--- config.mk ---
export PLATFORM = sky130hd
export DESIGN_NAME = id_ex_reg
export DESIGN_NICKNAME = d
export VERILOG_FILES = /design/src/rtl/id_ex_reg_pkg.sv /design/src/rtl/pipe_field_reg.sv /design/src/rtl/id_ex_reg.sv
export SDC_FILE = /design/constraint.sdc
export NUM_CORES = 1
export LEC_CHECK = 0
export CORE_UTILIZATION = 25
export CTS_CLUSTER_SIZE = 16
export DETAILED_ROUTE_END_ITERATION = 8
export HOLD_SLACK_MARGIN = 0.02
export PLACE_DENSITY_LB_ADDON = 0.05
export SLEW_MARGIN = 20
export SYNTH_ARGS = -nofsm -noshare
export SYNTH_HDL_FRONTEND = slang
export SYNTH_SLANG_ARGS = --single-unit
--- constraint.sdc ---
create_clock -name clk -period 2.3 [get_ports clk]
set_clock_uncertainty 0.05 [all_clocks]
set_input_delay 0.345 -clock clk [delete_from_list [all_inputs] [get_ports clk]]
set_output_delay 0.345 -clock clk [all_outputs]
set_load 0.005 [all_outputs]
--- src/rtl/id_ex_reg_pkg.sv ---
// Shared pipeline definitions: control-vector layout, ALU-op width and the bubble encoding.
package id_ex_reg_pkg;

    localparam int CTRL_W          = 6;
    localparam int CTRL_REG_WRITE  = 5;
    localparam int CTRL_MEM_READ   = 4;
    localparam int CTRL_MEM_WRITE  = 3;
    localparam int CTRL_MEM_TO_REG = 2;
    localparam int CTRL_ALU_SRC    = 1;
    localparam int CTRL_REG_DST    = 0;

    localparam int ALU_OP_W = 4;
    localparam logic [ALU_OP_W-1:0] BUBBLE_ALU_OP = 4'h0;

    typedef struct packed {
        logic                valid;
        logic [ALU_OP_W-1:0] alu_op;
        logic [CTRL_W-1:0]   ctrl;
    } slot_ctrl_t;

    // An invalid slot must never write registers or memory, so its control is squashed.
    function automatic slot_ctrl_t make_slot_ctrl(input logic valid,
                                                  input logic [ALU_OP_W-1:0] alu_op,
                                                  input logic [CTRL_W-1:0] ctrl);
        slot_ctrl_t s;
        s.valid  = valid;
        s.alu_op = valid ? alu_op : BUBBLE_ALU_OP;
        s.ctrl   = valid ? ctrl : '0;
        return s;
    endfunction

endpackage

--- src/rtl/pipe_field_reg.sv ---
// Width-parameterised pipeline field register with priority reset > flush > stall > load.
module pipe_field_reg #(
    parameter int               W         = 8,
    parameter logic [W-1:0]     CLEAR_VAL = '0
) (
    input  logic         clk,
    input  logic         reset,
    input  logic         flush,
    input  logic         stall,
    input  logic [W-1:0] load_val,
    output logic [W-1:0] q
);

    logic [W-1:0] field_q;
    logic [W-1:0] field_d;

    always_comb begin
        field_d = field_q;
        if (flush) begin
            field_d = CLEAR_VAL;
        end else if (!stall) begin
            field_d = load_val;
        end
    end

    always_ff @(posedge clk) begin
        if (reset) begin
            field_q <= CLEAR_VAL;
        end else begin
            field_q <= field_d;
        end
    end

    assign q = field_q;

endmodule

--- src/rtl/id_ex_reg.sv ---
// ID/EX pipeline register: per-group field registers plus bubble/stall event counters.
module id_ex_reg
    import id_ex_reg_pkg::*;
#(
    parameter int DATA_W    = 32,
    parameter int REG_IDX_W = 5,
    parameter int CNT_W     = 32
) (
    input  logic                 clk,
    input  logic                 reset,
    input  logic                 stall,
    input  logic                 flush,
    input  logic                 id_valid,
    input  logic [DATA_W-1:0]    id_pc,
    input  logic [DATA_W-1:0]    id_rs_data,
    input  logic [DATA_W-1:0]    id_rt_data,
    input  logic [DATA_W-1:0]    id_imm,
    input  logic [REG_IDX_W-1:0] id_rs,
    input  logic [REG_IDX_W-1:0] id_rt,
    input  logic [REG_IDX_W-1:0] id_rd,
    input  logic [ALU_OP_W-1:0]  id_alu_op,
    input  logic [CTRL_W-1:0]    id_ctrl,
    output logic                 ex_valid,
    output logic [DATA_W-1:0]    ex_pc,
    output logic [DATA_W-1:0]    ex_rs_data,
    output logic [DATA_W-1:0]    ex_rt_data,
    output logic [DATA_W-1:0]    ex_imm,
    output logic [REG_IDX_W-1:0] ex_rs,
    output logic [REG_IDX_W-1:0] ex_rt,
    output logic [REG_IDX_W-1:0] ex_rd,
    output logic [ALU_OP_W-1:0]  ex_alu_op,
    output logic [CTRL_W-1:0]    ex_ctrl,
    output logic [CNT_W-1:0]     bubble_cnt,
    output logic [CNT_W-1:0]     stall_cnt
);

    localparam int DATA_GRP_W = 4 * DATA_W;
    localparam int IDX_GRP_W  = 3 * REG_IDX_W;
    localparam int CTRL_GRP_W = $bits(slot_ctrl_t);
    localparam slot_ctrl_t BUBBLE_SLOT = '{valid: 1'b0, alu_op: BUBBLE_ALU_OP, ctrl: '0};

    logic [DATA_GRP_W-1:0] data_q;
    logic [IDX_GRP_W-1:0]  idx_q;
    slot_ctrl_t            slot_d;
    slot_ctrl_t            slot_q;

    assign slot_d = make_slot_ctrl(id_valid, id_alu_op, id_ctrl);

    pipe_field_reg #(.W(DATA_GRP_W)) u_data_reg (
        .clk      (clk),
        .reset    (reset),
        .flush    (flush),
        .stall    (stall),
        .load_val ({id_pc, id_rs_data, id_rt_data, id_imm}),
        .q        (data_q)
    );

    pipe_field_reg #(.W(IDX_GRP_W)) u_idx_reg (
        .clk      (clk),
        .reset    (reset),
        .flush    (flush),
        .stall    (stall),
        .load_val ({id_rs, id_rt, id_rd}),
        .q        (idx_q)
    );

    pipe_field_reg #(.W(CTRL_GRP_W), .CLEAR_VAL(BUBBLE_SLOT)) u_ctrl_reg (
        .clk      (clk),
        .reset    (reset),
        .flush    (flush),
        .stall    (stall),
        .load_val (slot_d),
        .q        (slot_q)
    );

    assign {ex_pc, ex_rs_data, ex_rt_data, ex_imm} = data_q;
    assign {ex_rs, ex_rt, ex_rd}                   = idx_q;
    assign ex_valid  = slot_q.valid;
    assign ex_alu_op = slot_q.alu_op;
    assign ex_ctrl   = slot_q.ctrl;

    logic [CNT_W-1:0] bubble_cnt_q;
    logic [CNT_W-1:0] bubble_cnt_d;
    logic [CNT_W-1:0] stall_cnt_q;
    logic [CNT_W-1:0] stall_cnt_d;

    // Flush takes precedence, so a cycle with both asserted counts only as a bubble.
    always_comb begin
        bubble_cnt_d = bubble_cnt_q;
        stall_cnt_d  = stall_cnt_q;
        if (flush) begin
            bubble_cnt_d = bubble_cnt_q + CNT_W'(1);
        end else if (stall) begin
            stall_cnt_d = stall_cnt_q + CNT_W'(1);
        end
    end

    always_ff @(posedge clk) begin
        if (reset) begin
            bubble_cnt_q <= '0;
            stall_cnt_q  <= '0;
        end else begin
            bubble_cnt_q <= bubble_cnt_d;
            stall_cnt_q  <= stall_cnt_d;
        end
    end

    assign bubble_cnt = bubble_cnt_q;
    assign stall_cnt  = stall_cnt_q;

endmodule

; ---- Yosys cells after proc, flatten, opt, wreduce, memory -nomap -nowiden
; Index checks and enable logic that the tools add are counted.
[op_classes]
addsub = 2
muxes = 2
bitwise = 1
reduce_logical = 2
[ops]
columns = op, count
row1 = $add 32x1->32 const B, 2
row2 = $mux 6, 1
row3 = $mux 4, 1
row4 = $reduce_and 2->1, 1
row5 = $reduce_or 2->1, 1
row6 = $not 1->1, 1
[word_totals]
reg_bits = 218
output_inout_bits = 218

; ---- Longest topological paths before layout
; Gate-level depths: netlist of the first run.
[depth]
word_depth = 2
mapped_depth = 7

; ---- Cells and area by module
; A second synthesis of the first run with hierarchy kept.
[hier_totals]
hier_cells = 853
area_unflattened_um2 = 8640.8
[modules_own_cells]
columns = module, instances, cells_each, area_each_um2
row1 = pipe_field_reg (u_data_reg), 1, 413, 4687.0
row2 = id_ex_reg, 1, 354, 2995.4
row3 = pipe_field_reg (u_idx_reg), 1, 50, 558.0
row4 = pipe_field_reg (u_ctrl_reg), 1, 36, 400.4

; ---- Least setup slack after synthesis of the first run
; Ideal clock, no wire load.
[synth_path]
path_kind = register to register
start = register stall_cnt_q[2] (netlist: stall_cnt[2])
end = register stall_cnt_q[15] (netlist: stall_cnt[15])
setup_time_ps = 121
t_arrival_ps = 1902
required_time_ps = 2129
path_slack_ps = 228
path_stages_with_launch = 7
n_path_buf = 2
synth_period_minus_slack_ps = 2072
cell_sequence = dfxtp_1 nand4_4 or4_1 buf_2 buf_6 nor3_1 mux2_2
[synth_via]
elab_chain_cells = 1
[synth_lines]
columns = element, line_no
row1 = start: declaration, id_ex_reg.sv:84  ; logic [CNT_W-1:0] stall_cnt_q;
row2 = start signal: assignment, id_ex_reg.sv:104  ; stall_cnt_q <= stall_cnt_d;
row3 = $add 32x1->32, id_ex_reg.sv:94  ; stall_cnt_d = stall_cnt_q + CNT_W'(1);
; Every way passes these cells.
; A chain may end at the register's enable or synchronous reset.

; ---- Worst setup path after layout of the first run
[layout_path]
start = register stall_cnt_q[4] (netlist: stall_cnt[4])
end = register stall_cnt_q[17] (netlist: stall_cnt[17])
; The elaborated chain is that of the path after synthesis.

==> qor.txt, run 1 <==
GRT Overall Usage = 0.1575
Area post-placement = 12,770 um2
# clock sinks = 218
Placer Congestion = 0.7720
First-pass GRT wire length = 42.06 mm
I/O Pins = 376
Share of layout cells above drive strength 1 = 0.07137
Overflow after GRT = 0
TritonCTS buffer count = 28
Storage cell area = 4364 um2
Vias per cell = 4.361
Pre-antenna DRT Iters = 4
Most common cell in the netlist = dfxtp_1
Critical Path RT = 2670 ps
Pwr Density = 672.7 nW/um2
Warnings from Yosys = 0
Clock latency on the worst-skew pair = 530 ps
Max-cap check violation count = 0
DP HPWL = 20.07 mm
Largest net degree at the start of global routing = 96
Vias in the first global route = 7,241
Die area = 34,390 um2
Vias = 7,431
Synth Flop Type = dfxtp_1
Number of buffers added for setup after CTS = 0
Fillcell total = 3,236
Hold Path Origin = reset
CP Launch Type = flip-flop
Synth top area share = 0.5187
DR WL/cell = 16.60 um
Crit Reg-Reg Endpoint = stall_cnt[17]
Clk slew on worst S/H paths = 60 ps
NumNets Final = 1,400
Finished layout cell area = 13,730 um2
H-Tree Depth = 1
Crit path largest cell delay = 510 ps
Slew headroom = 0.3846
Number of synthesized flops with an enable pin = 0
Final Hold Fails = 0
Status = completed
Post-synthesis cell type count = 35
R2R Path Start = stall_cnt[4]
CP Cell Sequence = nand4_4, or4_1, buf_4, nor4_1, mux2_2
Least-Margin Pin Slew = 921.2 ps
Initial Util = 0.2566
Arr. time, crit path = 2470 ps
Synth cell count leaders = 218 x dfxtp_1, 187 x nor2_1, 145 x mux2i_1, 43 x clkbuf_1, 33 x a21oi_1
Antenna violations before repair = 1
Multi-input logic area = 3779 um2
1st-iter DRT viols = 353
Async SR Flop Fraction = 0
DRC Markers = 0
Unrepaired setup endpoints after global routing = no
Setup violators final = 0
Die width = 185.4 um
Place WS = -56.90 ps
Final Max Slew Viols = 0
Cell Rows = 66
FF+latch count, synth = 218
CP endpoint kind = flip-flop
Post-Syn Nets = 1,024
R2R Setup Slk = 200 ps
Synth area leader = dfxtp_1
Die height = 185.4 um
Pleak = 5.243 nW
Max VDD drop = 569.5 uV
FMAX = 475.8 MHz
Cell area after synthesis = 8413 um2
Total Power = 9.235 mW
Crit-path max FO = 18
Main area contributors after synthesis = dfxtp_1 52%, mux2i_1 17%, nor2_1 8.3%, a21oi_1 2.0%, or4_1 2.0%
Worst hold stages = 3
Sequential area share after synthesis = 0.5187
CTS tree = done
Setup ws final = 198.2 ps
Period minus WS final = 2102 ps
WS Path Type = flip-flop to flip-flop
Cells after Synth = 864
Final Cycle Share = 0.9138
Min-Delay Endpoint = bubble_cnt[14]
CTS root buf = clkbuf_16
Post-cts resize count = 0
Reg2Reg Depth = 5
HP Class = primary input to flip-flop
Crit-path slowest cell = or4_1
Synthesized area per cell = 9.737 um2
Total Wirelength = 28.29 mm
# port buffers = 375
Core area = 32,780 um2
Clock buffer depth = 3
Hold bufs inserted after CTS = 0
Antenna Nets Post-Route = 0
Area Overhead vs Synth = 63.16%
state kept, by name (all words and copies together), names as in the netlist:
signal	count
bubble_cnt	32
stall_cnt	32
u_ctrl_reg.q	11
u_data_reg.q	128
u_idx_reg.q	15
placed cells by master, fill, tap and decap left out, drive strengths merged, types with 4 or more instances in the layout:
cell type and n:
inv 8, o31ai 19, nand2 15, a21oi 33
mux2i 145, and3 6, nand3 20, nor4 7
nor2b 9, clkinv 4, clkbuf 46, xor2 14
or4 22, xnor2 8, nand4 23, nor3 7
nor2 187, or3 11, and4 7, and2 5
dfxtp 218, mux2 8, buf 33, o21ai 13
clkdlybuf4s50 373, a22oi 10
area by class of cell:
| type | instances | share of cell area |
|---|---|---|
| inverters | 8 | 0.002188 |
| clock buffers | 45 | 0.06380 |
| clock inverters | 6 | 0.005834 |
| repair buffers | 407 | 0.2945 |
| flip-flops and latches | 218 | 0.3179 |
| diodes | 1 | 0.0001823 |
| multi-input cells | 577 | 0.2753 |
| well taps | 442 | 0.04029 |
where the power goes:
| part | total (mW) | switching (mW) | internal (mW) | leakage [nW] |
|---|---|---|---|---|
| clock network | 4.45 | 1.65 | 2.80 | 0.474 |
| logic | 0.860 | 0.318 | 0.543 | 3.00 |
| registers | 3.92 | 0.0502 | 3.87 | 1.77 |
| total | 9.23 | 2.02 | 7.22 | 5.24 |
worst max path at each step:
stage / from / to / slack (ps) / cells past startpoint
6_report: stall_cnt[4] / stall_cnt[17] / 200 / 5
5_1_grt: stall_cnt[4] / stall_cnt[31] / 50 / 5
4_1_cts: stall_cnt[4] / stall_cnt[17] / 170 / 5
3_5_place_dp: flush / stall_cnt[26] / -60 / 6
3_3_place_gp: flush / stall_cnt[22] / -50 / 6
2_1_floorplan: stall_cnt[2] / stall_cnt[15] / 230 / 6
worst max-delay path, delay by kind of cell, from the launching register on:
| kind | cells | cell delay (ps) |
|---|---|---|
| and+or+nand+nor | 3 | 930 |
| muxes | 1 | 370 |
| buffers and inverters | 1 | 210 |
| DFF | 1 | 430 |
per-layer routing:
metal,GRT usage,vias up,wire length [um]
met5,0,-,0
met4,0.04066,0,502
met3,0.06076,37,2660
met2,0.2590,229,13370
met1,0.1908,3400,11760
li1,-,3765,-
per-stage QoR:
step	hold slack (ps)	util	TNS, ps	std cells
final	236.5	0.4187	0	1704
after global routing	237.6	0.4187	0	1704
after CTS	219.0	0.4186	0	1703
after detailed placement	425.7	0.3895	-322.1	1652
after global placement	419.3	0.3895	-198.1	1652
after floorplan	418.2	-	0	864
cells by family after synthesis:
logic type	count (synthesis)	synth area share
buffers and inverters	69	0.03242
and+or+nand+nor	325	0.1865
muxes	153	0.1832
DFF	218	0.5187
adders and majority gates	2	0.002974
xor gates and xnor gates	22	0.02290
AOI/OAI and AO/OA	75	0.05324
Note: power is estimated with default switching activity, not from simulation.
==> run 2: changes to the inputs <==
--- a/config.mk
+++ b/config.mk
@@ -5,11 +5,12 @@
 export SDC_FILE = /design/constraint.sdc
 export NUM_CORES = 1
 export LEC_CHECK = 0
+export CAP_MARGIN = 20
 export CORE_UTILIZATION = 25
 export CTS_CLUSTER_SIZE = 16
 export DETAILED_ROUTE_END_ITERATION = 8
 export HOLD_SLACK_MARGIN = 0.02
-export PLACE_DENSITY_LB_ADDON = 0.05
+export PLACE_DENSITY = 0.63
 export SLEW_MARGIN = 20
 export SYNTH_ARGS = -nofsm -noshare
 export SYNTH_HDL_FRONTEND = slang
==> qor.txt, run 2 (synthesis gave the netlist of run 1 again) <==
Area post-placement = 12,820 um2
Antenna Nets Post-Route = 0
Max VDD drop = 664.8 uV
Pwr Density = 666.3 nW/um2
DP HPWL = 18.81 mm
CP endpoint kind = flip-flop
Cell Rows = 66
Least-Margin Pin Slew = 748.9 ps
Setup ws final = 194.3 ps
Final Cycle Share = 0.9155
Max-cap check violation count = 0
NumNets Final = 1,405
Crit path largest cell delay = 580 ps
Sw power = 1.989 mW
1st-iter DRT viols = 269
Crit Reg-Reg Endpoint = stall_cnt[29]
Worst Setup SP = stall_cnt[4]
First-pass GRT wire length = 40.28 mm
DRC Markers = 0
Final cell count without fillers = 1,706
Fillcell total = 3,148
HP Class = primary input to flip-flop
Finished layout cell area = 13,740 um2
Combinational share of power = 0.094
CTS tree = done
Die width = 185.4 um
Vias per cell = 4.491
Worst hold stages = 3
Min-Delay Endpoint = bubble_cnt[5]
Slew headroom = 0.5008
CP Cell Sequence = nand4_4, or4_4, buf_4, or4_1, a21oi_1
Metal1 wirelength = 10.71 mm
I/O Pins = 376
Largest net degree at the start of global routing = 102
Final Max Slew Viols = 0
FMAX = 474.9 MHz
Antenna violations before repair = 1
Total Power = 9.154 mW
Overflow after GRT = 0
Die area = 34,390 um2
Switching part of the total = 0.2173
Detail Route met3 WL = 2.449 mm
Total negative slack = 0 ps
Arr. time, crit path = 2510 ps
Storage cell area = 4364 um2
DR WL/cell = 15.42 um
Placer Congestion = 0.7564
Status = completed
# clock sinks = 218
Cell count after placement = 1,659
Die height = 185.4 um
Clock buffer depth = 3
Hold Path Origin = reset
# port buffers = 375
Hold slack final = 249.1 ps
Multi-input logic area = 3782 um2
Final Hold Fails = 0
CP Launch Type = flip-flop
R2R Setup Slk = 190 ps
Share of layout cells above drive strength 1 = 0.07358
Pre-antenna DRT Iters = 4
Total Wirelength = 26.31 mm
Vias in the first global route = 7,396
Area Overhead vs Synth = 63.30%
Reg power frac = 0.428
Pint = 7.165 mW
Vias = 7,661
Number of buffers added for setup after CTS = 0
Largest register FFs = 128
Clock latency on the worst-skew pair = 530 ps
Metal2 WL = 12.59 mm
H-Tree Depth = 1
Most common cell after layout, fill and taps aside = clkdlybuf4s50_1
WS Path Type = flip-flop to flip-flop
Clock group share of total power = 0.478
Core area = 32,780 um2
R2R Path Start = stall_cnt[4]
Period minus WS final = 2106 ps
Setup violators final = 0
Crit-path slowest cell = or4_4
Initial Util = 0.2566
Antenna Cells = 0
Reg2Reg Depth = 5
Place WS = -53.80 ps
Critical Path RT = 2710 ps
Clk slew on worst S/H paths = 60 ps
Unrepaired setup endpoints after global routing = no
Most frequent cells in the layout = 373 x clkdlybuf4s50_1, 218 x dfxtp_1, 187 x nor2_1
Final Util = 0.4191
Pleak = 5.252 nW
CTS root buf = clkbuf_16
Crit-path max FO = 12
Highest Signal Layer = met5
TritonCTS buffer count = 26
GRT Overall Usage = 0.1464
[run 2: cell types whose count changed in the layout (fill, tap and decap cells not counted)]
cell | previous run | this run
buf_4 | 28 | 35
bufinv_16 | 2 | 4
clkbuf_1 | 7 | 8
clkbuf_16 | 29 | 27
clkbuf_8 | 10 | 6
clkinv_2 | 4 | 2
clkinv_4 | 0 | 1
diode_2 | 1 | 0
or4_1 | 22 | 21
or4_4 | 0 | 1
[run 2: what timing repair did]
item,4_1_cts,5_1_grt
hold buffers,0,0
setup endpoints to repair,0,2
gates resized for setup,0,1
[run 2: area by class of cell]
type                    instances  area share
multi-input cells             577      0.2753
clock buffers                  40     0.05638
inverters                       8    0.002186
well taps                     442     0.04025
flip-flops and latches        218      0.3177
clock inverters                 7     0.01011
repair buffers                414      0.2981
[run 2: worst max-delay path by stage]
| stage | to | slack (ps) |
|---|---|---|
| after detailed placement | stall_cnt[24] | -50 |
| after CTS | stall_cnt[29] | 100 |
| after global placement | stall_cnt[22] | -30 |
| final | stall_cnt[29] | 190 |
| after floorplan | stall_cnt[15] | 230 |
| after global routing | bubble_cnt[28] | 30 |
[run 2: critical path: cells and delay by family, from the launching register on]
family,cells,cell delay (ps)
DFF,1,420
AOI/OAI and AO/OA,1,150
buffers and inverters,1,200
and+or+nand+nor,3,1220
[run 2: power by group through the flow]
stage | Sequential [mW] | Combinational, mW | Clock (mW)
6_report | 3.92 | 0.857 | 4.38
5_1_grt | 3.93 | 0.923 | 4.68
4_1_cts | 3.92 | 0.869 | 4.53
3_5_place_dp | 4.00 | 0.864 | 0
3_3_place_gp | 4.00 | 0.860 | 0
2_1_floorplan | 4.01 | 0.314 | 0
[run 2: routing by layer]
metal | vias up | track usage
met1 | 3589 | 0.1723
li1 | 3768 | -
met2 | 259 | 0.2473
met3 | 43 | 0.05466
met4 | 2 | 0.04000
met5 | - | 0
